[config.mk]
export PLATFORM = sky130hd
export DESIGN_NAME = reorder_buffer
export DESIGN_NICKNAME = d
export VERILOG_FILES = /design/src/rtl/reorder_buffer.sv
export SDC_FILE = /design/constraint.sdc
export NUM_CORES = 1
export LEC_CHECK = 0
export BUFFER_PORTS_ARGS = -buffer_cell sky130_fd_sc_hd__buf_2
export CELL_PAD_IN_SITES_DETAIL_PLACEMENT = 0
export CELL_PAD_IN_SITES_GLOBAL_PLACEMENT = 1
export CORE_MARGIN = 2
export CORE_UTILIZATION = 50
export DETAILED_ROUTE_END_ITERATION = 8
export PLACE_DENSITY = 0.81
export SLEW_MARGIN = 20
export SYNTH_ARGS = -nofsm -noshare
export SYNTH_HDL_FRONTEND = slang
export SYNTH_SLANG_ARGS = --single-unit
[constraint.sdc]
create_clock -name clk_in -period 7.1 [get_ports clk_in]
set_input_delay 2.13 -clock clk_in [delete_from_list [all_inputs] [get_ports clk_in]]
set_output_delay 2.13 -clock clk_in [all_outputs]
set_load 0.05 [all_outputs]
[src/rtl/reorder_buffer.sv]
// ---------------------------------------------------------------------------
// reorder_buffer
//
// In-order retirement queue for the Tomasulo core. It sits directly upstream
// of the register file. Every issued instruction gets a rename tag in 1..DEPTH
// (tag 0 means "no dependency"). Results broadcast on the CDB are captured
// against that tag and retired strictly in program order, at most one per
// cycle. A mispredicted branch reaching the head is retired normally. It also
// raises a one-cycle flush with the redirect PC and empties the buffer.
//
// Ports
//   clk_in, rst_in      clock (rising edge), asynchronous active-low reset
//   rdy_in              global ready; 0 freezes all state
//   issue_*             allocation handshake; issue_tag is the current tail
//   cdb_*               result broadcast (data, or target PC for a branch)
//   query_tag/ready/data x2
//                       operand lookup for the register file's qj/qk,
//                       with same-cycle CDB forwarding
//   commit_*            registered one-cycle retire pulse toward the register
//                       file (mode / rob_depend / rob_data / rd)
//   flush_out, flush_pc registered one-cycle pipeline flush and redirect PC
// ---------------------------------------------------------------------------
module reorder_buffer #(
  parameter int TAG_W = 4,
  parameter int DEPTH = 15
) (
  input  logic             clk_in,
  input  logic             rst_in,
  input  logic             rdy_in,

  input  logic             issue_valid,
  input  logic [4:0]       issue_rd,
  output logic             issue_ready,
  output logic [TAG_W-1:0] issue_tag,

  input  logic             cdb_valid,
  input  logic [TAG_W-1:0] cdb_tag,
  input  logic [31:0]      cdb_data,
  input  logic             cdb_mispredict,

  input  logic [TAG_W-1:0] query_tag1,
  input  logic [TAG_W-1:0] query_tag2,
  output logic             query_ready1,
  output logic             query_ready2,
  output logic [31:0]      query_data1,
  output logic [31:0]      query_data2,

  output logic             commit_valid,
  output logic [TAG_W-1:0] commit_tag,
  output logic [31:0]      commit_data,
  output logic [4:0]       commit_rd,

  output logic             flush_out,
  output logic [31:0]      flush_pc
);

  localparam int CNT_W = $clog2(DEPTH + 1);

  localparam logic [TAG_W-1:0] FIRST_TAG = TAG_W'(1);
  localparam logic [TAG_W-1:0] LAST_TAG  = TAG_W'(DEPTH);
  localparam logic [CNT_W-1:0] FULL_CNT  = CNT_W'(DEPTH);

  // Per-entry state, indexed directly by tag. Slot 0 exists only so that a
  // tag can index the vectors without translation. Its busy bit is never set,
  // so tag 0 can never match.
  logic [DEPTH:0] busy;
  logic [DEPTH:0] ready;
  logic [DEPTH:0] mispredict;
  logic [4:0]     rd_mem   [0:DEPTH];
  logic [31:0]    data_mem [0:DEPTH];

  logic [TAG_W-1:0] head;
  logic [TAG_W-1:0] tail;
  logic [CNT_W-1:0] count;

  logic full;
  logic head_done;
  logic flush_now;
  logic retire;
  logic flush;
  logic do_issue;
  logic cdb_hit;

  // Pointers cycle 1..DEPTH and skip the reserved tag 0.
  function automatic logic [TAG_W-1:0] next_ptr(input logic [TAG_W-1:0] p);
    return (p == LAST_TAG) ? FIRST_TAG : p + TAG_W'(1);
  endfunction

  // -------------------------------------------------------------------------
  // Control decode
  // -------------------------------------------------------------------------
  assign full      = (count == FULL_CNT);
  assign head_done = busy[head] & ready[head];
  // flush_now is independent of rdy_in. A mispredicted head blocks issue even
  // while paused, so nothing younger can slip in before the flush.
  assign flush_now = head_done & mispredict[head];
  assign retire    = rdy_in & head_done;
  assign flush     = retire & mispredict[head];

  // issue_ready deliberately ignores a retirement on the same edge. A full
  // buffer only reopens the cycle after its head leaves.
  assign issue_ready = rdy_in & ~full & ~flush_now;
  assign issue_tag   = tail;
  assign do_issue    = issue_valid & issue_ready;

  assign cdb_hit = rdy_in & cdb_valid & (cdb_tag != '0) & busy[cdb_tag];

  // -------------------------------------------------------------------------
  // Entry flags and pointers
  // -------------------------------------------------------------------------
  // NOTE: sequential state uses non-blocking assignments. Every read in this
  // block sees the pre-edge value, and a later assignment to the same bit
  // overrides an earlier one. That is how a retire clear wins over a CDB
  // write to the head entry.
  always_ff @(posedge clk_in or negedge rst_in) begin
    if (!rst_in) begin
      busy       <= '0;
      ready      <= '0;
      mispredict <= '0;
      head       <= FIRST_TAG;
      tail       <= FIRST_TAG;
      count      <= '0;
    end else if (flush) begin
      // The mispredicted head is retired through the output register below.
      // Every younger entry is on the wrong path, so all of them are dropped.
      busy       <= '0;
      ready      <= '0;
      mispredict <= '0;
      head       <= FIRST_TAG;
      tail       <= FIRST_TAG;
      count      <= '0;
    end else begin
      if (cdb_hit) begin
        ready[cdb_tag]      <= 1'b1;
        mispredict[cdb_tag] <= cdb_mispredict;
      end
      if (retire) begin
        busy[head]       <= 1'b0;
        ready[head]      <= 1'b0;
        mispredict[head] <= 1'b0;
        head             <= next_ptr(head);
      end
      // The tail slot is never busy while issue is possible, so issue cannot
      // collide with a CDB write or a retirement.
      if (do_issue) begin
        busy[tail]       <= 1'b1;
        ready[tail]      <= 1'b0;
        mispredict[tail] <= 1'b0;
        tail             <= next_ptr(tail);
      end
      count <= count + CNT_W'(do_issue) - CNT_W'(retire);
    end
  end

  // -------------------------------------------------------------------------
  // Entry payload
  // -------------------------------------------------------------------------
  // NOTE: the payload arrays have no reset. Their contents are only observed
  // through an entry that is busy and ready, and both flags do reset. That
  // leaves these arrays as plain RAM without a reset tree.
  always_ff @(posedge clk_in) begin
    if (cdb_hit) begin
      data_mem[cdb_tag] <= cdb_data;
    end
    if (do_issue) begin
      rd_mem[tail] <= issue_rd;
    end
  end

  // -------------------------------------------------------------------------
  // Retire / flush output register
  // -------------------------------------------------------------------------
  always_ff @(posedge clk_in or negedge rst_in) begin
    if (!rst_in) begin
      commit_valid <= 1'b0;
      commit_tag   <= '0;
      commit_data  <= '0;
      commit_rd    <= '0;
      flush_out    <= 1'b0;
      flush_pc     <= '0;
    end else if (retire) begin
      commit_valid <= 1'b1;
      commit_tag   <= head;
      commit_data  <= data_mem[head];
      commit_rd    <= rd_mem[head];
      flush_out    <= mispredict[head];
      if (mispredict[head]) begin
        flush_pc <= data_mem[head];
      end
    end else begin
      // A pause lands here too, because retire requires rdy_in. The pulses
      // drop and the payload registers hold their last value.
      commit_valid <= 1'b0;
      flush_out    <= 1'b0;
    end
  end

  // -------------------------------------------------------------------------
  // Operand query with same-cycle CDB forwarding
  // -------------------------------------------------------------------------
  // NOTE: every output of an always_comb gets a default first. No path can
  // then leave it unassigned, so no latch is inferred.
  always_comb begin
    query_ready1 = 1'b0;
    query_data1  = '0;
    if (busy[query_tag1] && ready[query_tag1]) begin
      query_ready1 = 1'b1;
      query_data1  = data_mem[query_tag1];
    end else if (cdb_valid && (query_tag1 != '0) && (cdb_tag == query_tag1)) begin
      query_ready1 = 1'b1;
      query_data1  = cdb_data;
    end
  end

  always_comb begin
    query_ready2 = 1'b0;
    query_data2  = '0;
    if (busy[query_tag2] && ready[query_tag2]) begin
      query_ready2 = 1'b1;
      query_data2  = data_mem[query_tag2];
    end else if (cdb_valid && (query_tag2 != '0) && (cdb_tag == query_tag2)) begin
      query_ready2 = 1'b1;
      query_data2  = cdb_data;
    end
  end

  // -------------------------------------------------------------------------
  // Structural invariants
  // -------------------------------------------------------------------------
  a_count_range: assert property (@(posedge clk_in) disable iff (!rst_in)
    count <= FULL_CNT);
  a_head_nonzero: assert property (@(posedge clk_in) disable iff (!rst_in)
    head != '0 && head <= LAST_TAG);
  a_tail_nonzero: assert property (@(posedge clk_in) disable iff (!rst_in)
    tail != '0 && tail <= LAST_TAG);
  a_flush_has_commit: assert property (@(posedge clk_in) disable iff (!rst_in)
    flush_out |-> commit_valid);

endmodule

Yosys cells after proc, flatten, opt, wreduce, memory -nomap -nowiden
Memory sizes are Yosys's and may differ from the RTL's. A register that Yosys moved wholly into a read port is not among the register bits.
Index checks and enable logic that the tools add are counted.
- bits in registers: 130
- bits in writable memories: 592
- bits of input ports: 55
- output and inout port bits: 146
- word-level logic and storage cells: 127
- memories kept: 2
- $add $sub $neg: 4
- magnitude comparators: 8
- eq/ne operators: 5
- multiplexer cells: 60
- bitwise gates (word level): 21
- reduce and logical (&&, ||, !) cells: 16
- memory list (memory ; words ; bits a word ; rd ports ; clocked after memory_dff ; write ports ; line ; RTL):
    data_mem ; 16 ; 32 ; 3 ; 0 ; 1 ; 70 ; logic [31:0] data_mem [0:DEPTH];
    rd_mem ; 16 ; 5 ; 1 ; 1 ; 1 ; 69 ; logic [4:0] rd_mem [0:DEPTH];
- operators by type and width (cell ; count):
    $mux W16 ; 16
    $mux W32 ; 4
    $and A16 B16 Y16 ; 5
    $bmux W1 S4 ; 8
    $not A16 Y16 ; 2
    $or A16 B16 Y16 ; 2
    $mux W4 ; 7
    $lt A4 B5 Y1 const B ; 5
    $mux W1 ; 21
    $bwmux W16 ; 1
    $demux W1 S4 ; 3
    $eq A4 B4 Y1 const B ; 3
    $ge A4 B1 Y1 const B ; 3
    $reduce_bool A4 Y1 ; 3
    $and A1 B1 Y1 ; 10
    $logic_and A1 B1 Y1 ; 9
    $add A4 B1 Y4 const B ; 2
    $eq A4 B4 Y1 ; 2
    $add A4 B1 Y4 ; 1
    $reduce_bool A2 Y1 ; 2
    $sub A4 B1 Y4 ; 1
    $not A1 Y1 ; 2
    $reduce_and A2 Y1 ; 1
    $logic_not A1 Y1 ; 1

Depth between registers and ports, before layout
Gate-level depths: netlist (run 1).
- depth after elaboration: 13
- depth in mapped cells: 17
- gate-level depth less buffers: 12

Least setup slack after synthesis (run 1)
OpenSTA, ideal clock, no wires.
- path kind: input to output
- start point: input query_tag1[0]
- end point: output query_data1[10]
- arrival time: 4.785 ns
- data required time: 4.970 ns
- slack: 0.185 ns
- cell stages on the path: 10
- path buffers: 4
- cell sequence: buf_2 > clkbuf_1 > buf_2 > nor3_1 > nor3_1 > a21oi_1 > nor2_1 > clkbuf_1 > nand2_1 > o21ai_0
- cells in the longest elaborated chain, start to end: 5
- elaborated cells between the ends (all ways): 12
- ends and longest elaborated chain (item ; line ; RTL):
    start: declaration ; 41 ; input logic [TAG_W-1:0] query_tag1,
    parallel branches: the longest is 4 deep, another holds $bmux W1 S4 ; -- ;
    $mux W32 * ; 206 ; if (busy[query_tag1] && ready[query_tag1]) begin
    end: declaration ; 45 ; output logic [31:0] query_data1,
Every way passes the cells marked *. The select of a mux whose other input is x is not followed.

Final worst setup path (run 1)
- start point: input query_tag2[3]
- end point: output query_data2[31]
- cells in the longest elaborated chain, start to end: 5
- elaborated cells between the ends (all ways): 12
- ends and longest elaborated chain (item ; line ; RTL):
    start: declaration ; 42 ; input logic [TAG_W-1:0] query_tag2,
    parallel branches: the longest is 4 deep, another holds $bmux W1 S4 ; -- ;
    $mux W32 * ; 218 ; if (busy[query_tag2] && ready[query_tag2]) begin
    end: declaration ; 46 ; output logic [31:0] query_data2,
Marked as above.

==> qor.yml, run 1 <==
power_and_ir_drop:
  powerDensity_nw_per_um2: 340.0
  cellLeakagePower_uw: 0.01482
  vdd_drop_max_mv: 0.2723
synthesis:
  synth.most_common_cell: "edfxtp_1"
  yosysUniqueCellTypes: 64
  synth_top_cell_by_area: "edfxtp_1"
  ys.flop_type: "edfxtp_1"
  yosysWarnings: 0
  synth_common_cells: "edfxtp_1 (592), mux4_2 (519), nand2_1 (175), dfrtp_1 (133), o21ai_0 (86)"
  yosysSeqAreaShare: 0.5638
  syn_inst: 2047
  netlist.area_leader.share: 0.4737
  synth.area.top_cells: "edfxtp_1 (47%), mux4_2 (31%), dfrtp_1 (8.9%), mux2_2 (1.9%), nand2_1 (1.8%)"
  async_reset_ff_frac: 0.1857
  synth_enable_flop_cells: 592
  synth_area_per_cell_sq_um: 18.33
  netlist_area_sq_um: 37530
  ys_ff_latch: 727
placed_design:
  place_area_sq_um: 39950
  dp_hpwl_um: 62590
  portBuffers: 200
  place.gp.congestion: 0.8958
clocking:
  cts_resized: 0
  root_buffer: "clkbuf_16"
  cts.sinks: 727
  cts_tree: "yes"
  path_clk_slew_ns: 0.06
  cts_buffer_depth: 3
  cts.htree.levels: 3
  cts_hold_buf: 0
  cts_made_buffers: 79
  clk_latency_ns: 0.64
  postCtsSetupBuffers: 0
global_route:
  grt_usage: 0.2717
  grt_overflow: 0
  grt_pass1_wl_um: 153600
  grt_pass1_vias: 23560
  antenna_found_initial: 9
  grt_max_degree: 73
layout:
  regArea_sq_um: 21170
  multiInputGateArea_sq_um: 15590
  layout.nets: 2328
  final_area_sq_um: 42630
  drive_above_1_share: 0.4367
  syn_to_final_growth_pct: 13.61
  n_fill_cell: 5560
timing:
  setup_viol: 0
  worstMarginPinSlew_ns: 1.192
  grt_setup_unrepaired: "no"
  maxSlewHeadroom: 0.2052
  period_share: 0.9544
  drv_slew: 0
  layout_min_cycle_time_ns: 6.776
  timing.hold.ws_ns: 0.4987
  hold_violations: 0
  setup_tns_ns: 0
  finClkSkew_ns: 0.04143
  max_freq_mhz: 147.6
critical_path:
  cp_max_fo: 24
  critPathLaunchType: "input pin"
  crit_top_cell: "buf_2"
  crit_buf_inv: 3
  end_kind: "primary output"
  crit_family: "buffers and inverters"
  crit_type: "in2out"
  cp.arrival_ns: 4.65
  critPathSlowestCell: "buf_4"
  slowest_delay_ns: 0.61
  cp_cell_sequence: "buf_2 > buf_4 > a21oi_1 > nor2_4 > nand2_1 > o21ai_0 > buf_2"
  worstPathRequired_ns: 4.97
outcome:
  outcome: "finished, final reports clean"
die:
  core_region_area_sq_um: 74320
  row_count: 100
  chipHeight_um: 278.0
  die_w_um: 278.0
  dieArea_sq_um: 77260
  start_util: 0.5049
  boundaryPins: 201
routing:
  drcViolationCount: 0
  postRouteAntennaNets: 0
  first_pass_iters: 6
  vias_per_cell: 6.839
  drt-initial-drc-count: 2881
  vias: 22540
  wl_per_cell_um: 31.47
  wirelength_um: 103700
flow_run:
  drv_cap: 0
min_path:
  hp-class: "reg2reg"
==> state kept, by name (all words and copies together) (netlist names), 5 cells and up <==
register     cells
data_mem       512
rd_mem          80
commit_data     32
flush_pc        32
busy            16
mispredict      16
ready           16
commit_rd        5
==> logic make-up after synthesis <==
family	share of synthesized area
buffers and inverters	0.02594
other	0.00009992
xor gates and xnor gates	0.001867
and+or+nand+nor	0.03641
muxes	0.3407
AOI/OAI and AO/OA	0.02631
DFF	0.5638
adders and majority gates	0.004868
==> final cells by class <==
type	instances	area share
Antenna cell	2	0.0001174
Clock buffer	112	0.05194
Clock inverter	34	0.01101
Inverter	41	0.003698
Multi-Input combinational cell	1143	0.3657
Sequential cell	727	0.4965
Tap cell	969	0.02844
Timing Repair Buffer	267	0.04261
==> per-stage QoR <==
step           total power [uW]  worst slack, ns    util  std cells
3_5_place_dp              10290           0.3969  0.5375       3147
3_3_place_gp              10200           0.3854  0.5375       3147
4_1_cts                   14570           0.3943  0.5736       3293
5_1_grt                   15020           0.1599  0.5736       3293
2_1_floorplan              8970           0.1853       -       2078
6_report                  14500           0.3241  0.5737       3295
==> worst min-delay path, stage by stage, from the launching register on <==
cell and delay, ns:
dfrtp_1 0.35, nand2_1 0.05, o21ai_0 0.06
==> worst paths after layout <==
path / from / to / slack (ns) / depth (start not counted)
worst max-delay path: query_tag2[3] / query_data2[31] / 0.32 / 7
worst min-delay path: commit_tag[0] / commit_tag[0] / 0.50 / 2
worst max register to register: head[0] / count[2] / 2.70 / 12
worst min register to register: commit_tag[0] / commit_tag[0] / 0.50 / 2
max in group asynchronous: rst_in / commit_rd[0] / 4.54 / 2
min in group asynchronous: rst_in / commit_data[9] / 1.42 / 1
==> power breakdown <==
group | switching [uW] | internal, uW | leakage [uW]
sequential | 406 | 5010 | 0.00709
combinational | 2850 | 1940 | 0.00643
clock | 1710 | 2580 | 0.00130
total | 4960 | 9530 | 0.0148
==> metal layers <==
| metal | part of all wire | vias to the layer above | global-route usage |
|---|---|---|---|
| li1 | - | 9004 | - |
| met1 | 0.37 | 11890 | 0.3714 |
| met2 | 0.49 | 1396 | 0.4351 |
| met3 | 0.11 | 236 | 0.05969 |
| met4 | 0.033 | 12 | 0.09785 |
| met5 | 0.00082 | - | 0 |
==> cell usage in the layout (no fill, tap or decap), types with 3 or more instances in the layout <==
cell / n
nor2_4: 8
buf_12: 21
nor3_1: 14
clkbuf_16: 82
o22ai_1: 7
o32ai_1: 3
clkinvlp_4: 3
mux2_2: 63
nor2_1: 52
ha_1: 13
nor4_1: 7
nand2_1: 175
clkinv_2: 12
buf_4: 54
a21oi_1: 32
nand4_1: 7
or3_1: 3
and3_1: 7
clkbuf_8: 7
nand4b_1: 4
o31ai_1: 4
or2_2: 3
clkinv_1: 5
mux4_2: 519
inv_1: 33
clkbuf_1: 25
conb_1: 32
inv_2: 6
o21ai_0: 86
edfxtp_1: 592
buf_2: 188
mux2_4: 10
bufinv_16: 11
nand2b_1: 6
nand3_1: 13
dfrtp_1: 131
inv_6: 3
mux2i_1: 19
nor2b_1: 3
xnor2_1: 8
(Power assumes the default switching activity.)
==> run 2, diff against run 1 <==
--- a/config.mk
+++ b/config.mk
@@ -5,13 +5,13 @@
 export SDC_FILE = /design/constraint.sdc
 export NUM_CORES = 1
 export LEC_CHECK = 0
-export BUFFER_PORTS_ARGS = -buffer_cell sky130_fd_sc_hd__buf_2
 export CELL_PAD_IN_SITES_DETAIL_PLACEMENT = 0
 export CELL_PAD_IN_SITES_GLOBAL_PLACEMENT = 1
 export CORE_MARGIN = 2
 export CORE_UTILIZATION = 50
 export DETAILED_ROUTE_END_ITERATION = 8
-export PLACE_DENSITY = 0.81
+export DONT_BUFFER_PORTS = 1
+export PLACE_DENSITY = 0.78
 export SLEW_MARGIN = 20
 export SYNTH_ARGS = -nofsm -noshare
 export SYNTH_HDL_FRONTEND = slang
==> run 2 against run 1 <==
Critical path depth unchanged. Clock skew shrank 0.013 ns. Fmax up 8.7%. Worst setup slack improved by 0.54 ns. Worst hold slack improved by 0.010 ns. Clock-buffer cell count shrank 8. Highest routed layer is now met4. Die area is the same. Cell area shrank 2.6%.
==> qor.yml, run 2 (same netlist as run 1, synthesis figures left out) <==
layout:
  drive_above_1_share: 0.3918  # -0.04490
  layout.nets: 2160  # -7.2%
  largest_registers: "data_mem x512, rd_mem x80"
  syn_to_final_growth_pct: 10.65
  largest-register: "data_mem"
  n_fill_cell: 5632  # +1.3%
  layout_common_cells: "edfxtp_1 (592), mux4_2 (519), nand2_1 (175)"
  diodes: 0  # -2
  final_common_cell: "edfxtp_1"
  final_area_sq_um: 41520  # -2.6%
  largest_reg_flops: 512  # unchanged
placed_design:
  dp_hpwl_um: 58290  # -6.9%
  place_area_sq_um: 38920  # -2.6%
  place.gp.congestion: 0.8623  # -3.7%
  portBuffers: 0  # -100%
routing:
  drcViolationCount: 0  # unchanged
  drt-initial-drc-count: 2536  # -12%
  postRouteAntennaNets: 0  # unchanged
  wirelength_um: 101800  # -1.9%
  first_pass_iters: 6  # unchanged
  route.met3.wl_um: 11320  # +3.2%
  vias_per_cell: 6.916  # +1.1%
  vias: 21630  # -4.0%
  met1_length_um: 38240  # -0.92%
  top_layer_used: "met4"
  wl_per_cell_um: 32.54  # +3.4%
  wl_met2_um: 49200  # -2.9%
die:
  dieArea_sq_um: 77260  # unchanged
  chipHeight_um: 278.0  # unchanged
  boundaryPins: 201  # unchanged
  core_region_area_sq_um: 74320  # unchanged
  row_count: 100  # unchanged
  die_w_um: 278.0  # unchanged
  start_util: 0.5049  # unchanged
timing:
  finClkSkew_ns: 0.02868  # -0.01274 ns
  setup_viol: 0  # unchanged
  maxSlewHeadroom: 0.2802  # +0.07494
  setup_tns_ns: 0  # unchanged
  timing.hold.ws_ns: 0.5089  # +0.01013 ns
  hold_violations: 0  # unchanged
  worstMarginPinSlew_ns: 1.077  # -0.1150 ns
  drv_slew: 0  # unchanged
  grt_setup_unrepaired: "no"
  layout_min_cycle_time_ns: 6.233  # -0.5434 ns
  period_share: 0.8778  # -0.07653
  max_freq_mhz: 160.4  # +8.7%
clocking:
  cts_tree: "yes"
  cts_resized: 0  # unchanged
  clk_latency_ns: 0.64  # about the same
  cts_made_buffers: 80  # +1.3%
  postCtsSetupBuffers: 0  # unchanged
  cts_hold_buf: 0  # unchanged
  cts.htree.levels: 3  # unchanged
  cts.sinks: 727  # unchanged
  root_buffer: "clkbuf_16"
  cts_buffer_depth: 3  # unchanged
  path_clk_slew_ns: 0.06  # about the same
power_and_ir_drop:
  p_sw_uw: 4748  # -4.3%
  internal-power_uw: 9205  # -3.4%
  clockPowerShare: 0.295  # about the same
  cellLeakagePower_uw: 0.01396  # -5.8%
  p_comb_frac: 0.268  # -0.063
  vdd_drop_max_mv: 0.3204  # +18%
  p_sw_frac: 0.3403  # -0.002057
  finalPower_uw: 13950  # -3.7%
  p_seq_frac: 0.437  # +0.063
  powerDensity_nw_per_um2: 336.0  # -1.2%
critical_path:
  worstPathRequired_ns: 4.97  # about the same
  reg2reg_to: "count[3]"
  reg2reg_slack_ns: 2.79  # +0.09 ns
  critPathLaunchType: "input pin"
  cp_max_fo: 134  # +460%
  cp.arrival_ns: 4.10  # -0.55 ns
  end_kind: "primary output"
  r2r_start: "head[0]"
  ff2ff_path_depth: 13  # +1
  crit_type: "in2out"
global_route:
  grt_overflow: 0  # unchanged
  grt_pass1_vias: 22570  # -4.2%
  grt_usage: 0.2672  # -0.004423
  grt_pass1_wl_um: 149900  # -2.4%
  grt_max_degree: 136  # +86%
  antenna_found_initial: 0  # -9
min_path:
  min_to: "ready[13]"
  hp-start: "ready[13]"
  worst_hold_path.num_cells: 2  # unchanged
  hp-class: "reg2reg"
outcome:
  outcome: "finished, final reports clean"
flow_run:
  drv_cap: 0  # unchanged
run 2: cell count changes in the layout (fill, tap and decap cells not counted), sizes merged:
cell / change
buf: -167
clkinv: +17
clkbuf: -10
bufinv: -5
diode: -2
clkinvlp: -1
inv: +1
run 2: through the flow:
stage / worst slack (ns) / std cells / util
finish: 0.8675 / 3128 / 0.5587
global route: 0.7498 / 3128 / 0.5587
CTS: 0.8390 / 3128 / 0.5586
detailed placement: 0.8375 / 2978 / 0.5237
global placement: 0.8832 / 2976 / 0.5229
floorplan: 0.1853 / 2078 / -
run 2: worst max path at each step:
stage / end / slack [ns] / startpoint / cells past startpoint
4_1_cts: query_data1[11] / 0.84 / query_tag1[1] / 7
2_1_floorplan: query_data1[10] / 0.19 / query_tag1[0] / 10
3_5_place_dp: query_data1[11] / 0.84 / query_tag1[1] / 7
6_report: query_data1[16] / 0.87 / query_tag1[1] / 7
5_1_grt: query_data1[11] / 0.75 / query_tag1[1] / 7
3_3_place_gp: query_data1[15] / 0.88 / query_tag1[1] / 7
run 2: routing by layer:
layer  track usage  up-vias
met2        0.4197     1231
met3       0.06825      207
met1        0.3678    11510
met4       0.09286        0
met5             0        -
li1              -     8683
run 2: final cells by class:
| type | instances | area (sq um) | share of cell area |
|---|---|---|---|
| clock buffers | 104 | 2173 | 0.05234 |
| inverters | 41 | 157.7 | 0.003797 |
| well taps | 969 | 1212 | 0.02920 |
| repair buffers | 98 | 779.5 | 0.01877 |
| flip-flops and latches | 727 | 21170 | 0.5097 |
| clock inverters | 46 | 420.4 | 0.01012 |
| multi-input cells | 1143 | 15610 | 0.3760 |
run 2: worst max-delay path, cell delays in order:
cell and delay [ns]:
mux4_2 0.49, mux2i_1 0.13, mux2_4 0.60, buf_4 0.32, nand2_1 0.08, o21ai_1 0.08, buf_4 0.21
run 2: power by group through the flow:
stage	Sequential (uW)	Combinational [uW]	Clock [uW]
6_report	6090	3740	4120
5_1_grt	6140	3980	4340
4_1_cts	6080	3760	4180
3_5_place_dp	6170	3750	0
3_3_place_gp	6150	3690	0
2_1_floorplan	5940	3030	0
==> run 3, diff against run 2 <==
==> constraint.sdc (replaced) <==
create_clock -name clk_in -period 7.8 [get_ports clk_in]
set_input_delay 2.34 -clock clk_in [delete_from_list [all_inputs] [get_ports clk_in]]
set_output_delay 2.34 -clock clk_in [all_outputs]
set_load 0.05 [all_outputs]
==> run 3 against run 2 <==
Worst setup slack worse by 0.11 ns. First-iteration DRC count shrank 4.1%. Routed wire length fell by 0.67%. Clock-buffer cell count fell by 4. Critical path type unchanged.
==> qor.yml, run 3 (same netlist as run 1, synthesis figures left out) <==
power_and_ir_drop:
  cellLeakagePower_uw: 0.01373  # -1.6%
  powerDensity_nw_per_um2: 307.0  # -8.6%
  finalPower_uw: 12650  # -9.3%
  vdd_drop_max_mv: 0.3160  # -1.4%
layout:
  largest_reg_flops: 512  # unchanged
  diodes: 0  # unchanged
  largest-register: "data_mem"
  n_fill_cell: 5638  # +0.11%
  final_area_sq_um: 41200  # -0.77%
  largest_registers: "data_mem x512, rd_mem x80"
  drive_above_1_share: 0.3804  # -0.01141
  final_util: 0.5544  # -0.004327
  layout_common_cells: "edfxtp_1 (592), mux4_2 (519), nand2_1 (175)"
  syn_to_final_growth_pct: 9.789
  layout.nets: 2118  # -1.9%
  final_common_cell: "edfxtp_1"
clocking:
  cts_buffer_depth: 3  # unchanged
  cts_resized: 0  # unchanged
  root_buffer: "clkbuf_16"
  cts_made_buffers: 81  # +1.3%
  cts.htree.levels: 3  # unchanged
  cts.sinks: 727  # unchanged
  cts_hold_buf: 0  # unchanged
  clk_latency_ns: 0.64  # about the same
  path_clk_slew_ns: 0.06  # about the same
  postCtsSetupBuffers: 0  # unchanged
  cts_tree: "yes"
placed_design:
  dp_hpwl_um: 56770  # -2.6%
  place_area_sq_um: 38580  # -0.87%
  place.gp.congestion: 0.8713  # +1.0%
  portBuffers: 0  # unchanged
  pre_cts_ws_ns: 0.9083  # +0.07081 ns
timing:
  drv_slew: 0  # unchanged
  worstMarginPinSlew_ns: 1.109  # +0.03170 ns
  layout_min_cycle_time_ns: 7.039
  period_share: 0.9024
  maxSlewHeadroom: 0.2607  # -0.01943
  setup_viol: 0  # unchanged
  hold_violations: 0  # unchanged
  worst_slack_ns: 0.7611  # -0.1064 ns
  grt_setup_unrepaired: "no"
  finClkSkew_ns: 0.02722  # -0.001466 ns
  max_freq_mhz: 142.1
  setup_tns_ns: 0  # unchanged
global_route:
  grt_usage: 0.2657  # -0.001542
  grt_pass1_vias: 22270  # -1.3%
  grt_overflow: 0  # unchanged
  grt_max_degree: 136  # unchanged
  grt_pass1_wl_um: 150000  # about the same
  antenna_found_initial: 2  # +2
routing:
  first_pass_iters: 5  # -1
  vias_per_cell: 6.901  # -0.22%
  drt-initial-drc-count: 2433  # -4.1%
  vias: 21290  # -1.6%
  wirelength_um: 101100  # -0.67%
  wl_per_cell_um: 32.77  # +0.72%
  drcViolationCount: 0  # unchanged
  postRouteAntennaNets: 0  # unchanged
critical_path:
  cp_max_fo: 134  # unchanged
  critPathLaunchType: "input pin"
  crit_buf_inv: 0  # -2
  reg2reg_slack_ns: 3.18  # +0.39 ns
  crit_family: "multiplexers"
  critPathLaunch: "query_tag1[1]"
  critPathSlowestCell: "mux2_4"
  r2r_start: "head[0]"
  cp.arrival_ns: 4.70  # +0.60 ns
  ff2ff_path_depth: 7  # -6
  end_kind: "primary output"
  crit_type: "in2out"
  cp_cell_sequence: "mux4_2 > mux2i_1 > mux2_4 > nand2_1 > o21ai_1"
  reg2reg_to: "flush_pc[8]"
  slowest_delay_ns: 0.75  # +0.15 ns
  cp_num_cells: 5  # -2
  worstPathRequired_ns: 5.46  # +0.49 ns
  cp-endpoint: "query_data1[20]"
outcome:
  outcome: "finished, final reports clean"
die:
  start_util: 0.5049  # unchanged
  chipHeight_um: 278.0  # unchanged
  die_w_um: 278.0  # unchanged
  core_region_area_sq_um: 74320  # unchanged
  dieArea_sq_um: 77260  # unchanged
  boundaryPins: 201  # unchanged
  row_count: 100  # unchanged
min_path:
  hp-class: "reg2reg"
flow_run:
  drv_cap: 0  # unchanged
-- run 3: worst min path at each step --
stage,depth (start not counted),end,slack [ns],startpoint
finish,2,mispredict[0],0.50,mispredict[0]
global route,2,mispredict[0],0.53,mispredict[0]
CTS,2,mispredict[0],0.50,mispredict[0]
detailed placement,2,mispredict[0],0.48,mispredict[0]
global placement,2,ready[13],0.49,ready[13]
floorplan,2,mispredict[0],0.46,mispredict[0]
-- run 3: cell type report --
class / instances / area (sq um) / share of cell area
flip-flops and latches: 727 / 21170 / 0.5137
inverters: 41 / 157.7 / 0.003826
multi-input cells: 1143 / 15610 / 0.3788
clock inverters: 50 / 470.5 / 0.01142
clock buffers: 100 / 2150 / 0.05217
well taps: 969 / 1212 / 0.02943
repair buffers: 55 / 437.9 / 0.01063
-- run 3: power by group --
group	leakage [uW]	internal, uW	total (uW)	switching, uW
combinational	0.00536	1590	3300	1710
clock	0.00128	2200	3790	1590
sequential	0.00709	4550	5560	1010
-- run 3: per-stage QoR --
stage | hold slack [ns] | std cells
3_5_place_dp | 0.4846 | 2935
2_1_floorplan | 0.4650 | 2078
4_1_cts | 0.5035 | 3085
6_report | 0.5041 | 3085
5_1_grt | 0.5307 | 3085
3_3_place_gp | 0.4918 | 2935
-- run 3: per-layer routing --
| layer | up-vias | wire, um | track usage |
|---|---|---|---|
| met4 | 0 | 3796 | 0.09383 |
| met5 | - | 0 | 0 |
| met3 | 236 | 10510 | 0.06472 |
| li1 | 8586 | - | - |
| met2 | 1175 | 49490 | 0.4235 |
| met1 | 11290 | 37300 | 0.3612 |
-- run 3: worst min-delay path, stage by stage, from the launching register on --
cell,delay [ns]
dfrtp_1,0.38
inv_1,0.05
nor2_1,0.03
